**src/rtl/key_seq_tracker.sv**
```systemverilog
// key_seq_tracker
//   Watches qualified bus reads for a fixed sequence of address nibbles
//   (the key). When the whole key has been seen in order, the block unlocks.
//   While unlocked, each qualified read shifts out one bit of a 6-bit LFSR,
//   XORed with BA4, on sdrd.
//
// Optional feature (macro KEYSEQ_RELOCK_EN):
//   When the macro is defined, a qualified read of nibble 4'hF while unlocked
//   relocks the block. Without the macro, only reset leaves UNLOCKED.
//
// Ports
//   clk      in   single clock, rising edge
//   rst      in   asynchronous active-high reset
//   sser     in   active-low select
//   br_w     in   bus read/write, 1 = read
//   ba[9:0]  in   bus address bits 13..4 (ba[9]=BA13, ba[8]=BA12, ba[3:0]=BA7..BA4)
//   sdrd     out  serial data bit (0 unless sdrd_oe)
//   sdrd_oe  out  drive enable for sdrd
//   unlocked out  registered, key accepted
//   step     out  number of key nibbles matched so far
//
// state    | meaning
// ---------+------------------------------------------------------------
// LOCKED   | matching key nibbles; step = nibbles matched, idle timeout
// UNLOCKED | key accepted; qualified reads advance the LFSR onto sdrd

module key_seq_tracker #(
  parameter int unsigned          SEQ_LEN   = 8,
  parameter logic [4*SEQ_LEN-1:0] KEY       = 32'h3A5C_96E1,
  parameter int unsigned          TIMEOUT   = 255,
  parameter logic [5:0]           LFSR_SEED = 6'h2B
) (
  input  logic       clk,
  input  logic       rst,
  input  logic       sser,
  input  logic [9:0] ba,
  input  logic       br_w,
  output logic       sdrd,
  output logic       sdrd_oe,
  output logic       unlocked,
  output logic [3:0] step
);

  typedef enum logic {
    LOCKED   = 1'b0,
    UNLOCKED = 1'b1
  } state_t;

  // Key zero-extended to the 16-nibble maximum so the nibble select below is
  // always in range with a fixed-width index.
  localparam logic [63:0] KEY_EXT   = 64'(KEY);
  localparam logic [3:0]  LAST_STEP = 4'(SEQ_LEN - 1);
  localparam logic [15:0] IDLE_LAST = 16'(TIMEOUT - 1);

  state_t      state_q, state_d;
  logic [3:0]  step_q, step_d;
  logic [15:0] idle_q, idle_d;
  logic [5:0]  lfsr_q, lfsr_d;
  logic        unlocked_q, unlocked_d;

  logic       qual;
  logic [3:0] ba_nib;
  logic [3:0] key_nib;
  logic       unused_ba;

  assign qual      = ~sser & ~ba[9] & ba[8] & br_w;
  assign ba_nib    = ba[3:0];
  assign key_nib   = KEY_EXT[{step_q, 2'b00} +: 4];
  assign unused_ba = ^ba[7:4];

  always_comb begin
    state_d = state_q;
    step_d  = step_q;
    idle_d  = idle_q;
    lfsr_d  = lfsr_q;
    case (state_q)
      LOCKED: begin
        if (qual) begin
          idle_d = '0;
          if (ba_nib == key_nib) begin
            if (step_q == LAST_STEP) begin
              state_d = UNLOCKED;
              step_d  = '0;
              lfsr_d  = LFSR_SEED;
            end else begin
              step_d = step_q + 4'd1;
            end
          end else begin
            // A mismatching nibble may itself be the start of a new attempt.
            step_d = (ba_nib == KEY_EXT[3:0]) ? 4'd1 : 4'd0;
          end
        end else if (step_q != 4'd0) begin
          if (idle_q == IDLE_LAST) begin
            step_d = '0;
            idle_d = '0;
          end else begin
            idle_d = idle_q + 16'd1;
          end
        end
      end
      UNLOCKED: begin
        idle_d = '0;
        if (qual) begin
          // x^6 + x^5 + 1, shifting toward bit 0.
          lfsr_d = {lfsr_q[0] ^ lfsr_q[1], lfsr_q[5:1]};
`ifdef KEYSEQ_RELOCK_EN
          if (ba_nib == 4'hF) begin
            state_d = LOCKED;
            step_d  = '0;
          end
`endif
        end
      end
      default: begin
        state_d = LOCKED;
        step_d  = '0;
        idle_d  = '0;
      end
    endcase
    unlocked_d = (state_d == UNLOCKED);
  end

  always_ff @(posedge clk or posedge rst) begin
    if (rst) begin
      state_q    <= LOCKED;
      step_q     <= '0;
      idle_q     <= '0;
      lfsr_q     <= LFSR_SEED;
      unlocked_q <= 1'b0;
    end else begin
      state_q    <= state_d;
      step_q     <= step_d;
      idle_q     <= idle_d;
      lfsr_q     <= lfsr_d;
      unlocked_q <= unlocked_d;
    end
  end

  assign unlocked = unlocked_q;
  assign step     = step_q;
  assign sdrd_oe  = qual & unlocked_q;
  assign sdrd     = sdrd_oe & (lfsr_q[0] ^ ba[0]);

endmodule

```
**config.mk**
```make
export PLATFORM = sky130hd
export DESIGN_NAME = key_seq_tracker
export DESIGN_NICKNAME = d
export VERILOG_FILES = /design/src/rtl/key_seq_tracker.sv
export SDC_FILE = /design/constraint.sdc
export NUM_CORES = 1
export LEC_CHECK = 0
export CAP_MARGIN = 20
export CORE_ASPECT_RATIO = 0.5
export CORE_MARGIN = 4
export CORE_UTILIZATION = 30
export CTS_CLUSTER_SIZE = 16
export DETAILED_ROUTE_END_ITERATION = 10
export SYNTH_ARGS = -nofsm -noshare
export SYNTH_HDL_FRONTEND = slang
export SYNTH_SLANG_ARGS = --single-unit
export TNS_END_PERCENT = 1
```
**constraint.sdc**
```tcl
create_clock -name clk -period 2.5 [get_ports clk]
set_input_delay 0.25 -clock clk [delete_from_list [all_inputs] [get_ports clk]]
set_output_delay 0.25 -clock clk [all_outputs]
set_load 0.03 [all_outputs]
```
==> results.md <==
* Status: complete, no violations
* Max FO, Critical Path at 7
* Cells after synthesis at between 150 and 200
* Later-pin clock latency in the skew report at 0.27 ns
* WL/cell at roughly 14 um
* Largest net degree at the start of global routing at 28
* Post-route ant nets at 0
* Global route total overflow at 0
* Max cap viols at 0
* Startpoint Class: flop
* GRT Resource Usage Total at 0.124
* Reg clk slew, reported paths at about 0.070 ns
* DP HPWL at between 3000 and 4000 um
* Fillcell total at ~560
* I/O Buffers at 16
* Yosys reg bits at 27
* DR vias/cell at 5.38
* RSZ-0062 raised after global routing: no
* RR Endpoint: lfsr_q[2]
* Reg-to-reg startpoint: step[0]
* Pins Over Slew Limit at 0
* Pleak at about 0.83 nW
* Hold Fails Final Rpt at 0
* Row cnt at 19
* Crit path time final at between 2 and 2.5 ns
* Area growth from synthesis to layout at 23.6%
* Top Ports at 21
* Post-Synthesis Cell Area at between 0.0015 and 0.002 sq mm
* R2R Setup Slk at approximately 0.22 ns
* Nets at around 240
* Vias in the first global route at between 1500 and 2000
* Max VDD drop at between 0.2 and 0.3 mV
* Total chip power at 0.969 mW
* Pre-antenna DRT Iters at 4
* Fmax at ~440 MHz
* Power per cell area at 450 mW/mm^2
* Main flop type after synthesis: dfrtp_1
* Worst setup path class: reg -> reg
* Initial DRC count at 80
* Setup violators final at 0
* Core Region at 0.00556 sq mm
* Fin crit share at 0.914
* Max clock buf depth at 2
* Synth warn at 0
* Arr. time, crit path at roughly 2.4 ns
* Starting Density at 0.313
* Die width at around 120 um
* R2R cell count at 7
* Fin Clk Skew at about 0.0059 ns
* Post-synth cell types at between 50 and 60
* Root buffer cell: clkbuf_16
* CTS tree: done
* Clk sinks at 27
* Register area share after synthesis at 0.391
* Post-Route WL at around 4200 um
* Req. time, crit path at roughly 2.7 ns
* Die Span Y at between 60 and 70 um
* Crit end category: flop
* H-tree depth at 1
* Least-Margin Pin Slew at 0.627 ns
* Routability congestion estimate from global placement at ~0.81
* DRC violations left at 0
* First-pass GRT wire length at between 7000 and 8000 um
* Post-synth EDFFs at 0
* Die area at approximately 0.007 sq mm
* CTS Buf Count at 3
* Max_slew headroom at 0.578
* Setup_tns at 0 ns
* Antenna cells at 0
* Fraction of registers with async set/reset at 1.00
* Vias post-DR at ~1600
* Post-synth net total at approximately 220
* Initial antenna violation count at 0
* Mapped Avg Cell Area at 8.89 sq um
* Min-Delay Path Class: in -> async
* Share of layout cells above drive strength 1 at 0.167
[how the worst max path moves through the flow]
stage / end / from / cells past startpoint
after global routing: lfsr_q[4] / step[0] / 7
after floorplan: lfsr_q[2] / step[0] / 7
after CTS: idle_q[9] / step[0] / 7
after detailed placement: idle_q[9] / step[0] / 7
final: lfsr_q[2] / step[0] / 7
after global placement: idle_q[9] / step[0] / 7
[report_power, final]
part	internal [mW]	leakage, nW	switching, mW	total [mW]
Clock	0.216	0.0409	0.163	0.379
Combinational	0.0514	0.437	0.0394	0.0908
Sequential	0.480	0.350	0.0193	0.500
Total	0.748	0.828	0.221	0.969
[critical path, cell delays in order (launching register included)]
cell	delay, ns
dfrtp_1	0.36
inv_1	0.06
ha_1	0.37
nor2b_1	0.18
o31a_1	0.25
nor4_2	0.28
nand4_1	0.34
a31o_2	0.34
[registers in the layout (all words and copies together), names as in the netlist]
name and count:
idle_q 16, lfsr_q 6, step 4, unlocked 1
[layer usage]
metal | wire [um] | vias up | track usage
li1 | - | 778 | -
met1 | 1940 | 770 | 0.170
met2 | 2010 | 40 | 0.210
met3 | 227 | 0 | 0.0319
met4 | 0 | 0 | 0.0116
met5 | 0 | - | 0
[final cells by class]
cell class | instances | area [sq um] | area share
multi-input cells | 153 | 1010 | 0.471
clock buffers | 3 | 75.1 | 0.0348
repair buffers | 28 | 250 | 0.116
well taps | 73 | 91.3 | 0.0424
inverters | 10 | 37.5 | 0.0174
clock inverters | 1 | 5.00 | 0.00232
flip-flops and latches | 27 | 681 | 0.316
[cells by family (layout without fill, tap and decap cells)]
kind of cell,count (synthesis),in the layout,synth area share
AO/OA/AOI/OAI,42,42,0.157
XOR/XNOR,4,4,0.0201
adder cells (fa/ha/maj),5,5,0.0359
buffers and inverters,16,42,0.0345
flip-flops,27,27,0.391
multiplexers,4,4,0.0230
AND/OR/NAND/NOR,98,98,0.340
[layout by cell type, fill, tap and decap left out, types with 2 or more instances in the layout]
cell type        instances
a21oi_1                  8
a31o_2                   2
a31oi_1                  2
a32oi_1                  2
a41oi_1                  2
and3_1                   3
buf_4                   12
clkbuf_16                3
clkdlybuf4s50_1         16
dfrtp_1                 23
dfstp_2                  4
ha_1                     5
inv_1                   10
mux2i_1                  4
nand2_1                 17
nand3_1                  8
nand4_1                  2
nand4b_1                 3
nor2_1                  20
nor2b_1                  2
nor3_1                  10
nor3b_1                  2
nor4_1                   4
o21ai_0                 13
o31a_1                   2
o41ai_1                  2
or2_2                    3
or3_1                    4
or4_1                    2
xnor2_1                  4
[cells in the mapped netlist (2+ instances only)]
cell | instances | area (sq um)
a21oi_1 | 8 | 40.0
a31o_2 | 2 | 17.5
a31oi_1 | 2 | 12.5
a32oi_1 | 2 | 17.5
a41oi_1 | 2 | 17.5
and3_1 | 3 | 18.8
clkbuf_1 | 6 | 22.5
dfrtp_1 | 23 | 576
dfstp_2 | 4 | 105
ha_1 | 5 | 62.6
inv_1 | 10 | 37.5
mux2i_1 | 4 | 40.0
nand2_1 | 17 | 63.8
nand3_1 | 8 | 40.0
nand4_1 | 2 | 12.5
nand4b_1 | 3 | 26.3
nor2_1 | 20 | 75.1
nor2b_1 | 2 | 12.5
nor3_1 | 10 | 50.1
nor3_2 | 2 | 20.0
nor3b_1 | 2 | 15.0
nor4_1 | 4 | 25.0
o21ai_0 | 13 | 65.1
o31a_1 | 2 | 17.5
o41ai_1 | 2 | 17.5
or2_2 | 3 | 18.8
or3_1 | 4 | 25.0
or4_1 | 2 | 15.0
xnor2_1 | 4 | 35.0
[through the flow]
stage	cell area (sq um)	setup slack (ns)	hold WS [ns]	utilization	std cells
finish	2150	0.215	0.342	0.387	295
global route	2150	0.0691	0.384	0.387	295
CTS	2140	0.0871	0.366	0.385	295
detailed placement	2060	0.108	0.499	0.371	291
global placement	2060	0.117	0.485	0.371	291
floorplan	1740	0.157	0.300	-	196
[what timing repair did]
action	CTS	global route
buffers inserted	0	0
gates resized for setup	0	2
hold buffers	0	0
endpoints found under the setup margin	0	4
(Power assumes the default switching activity.)
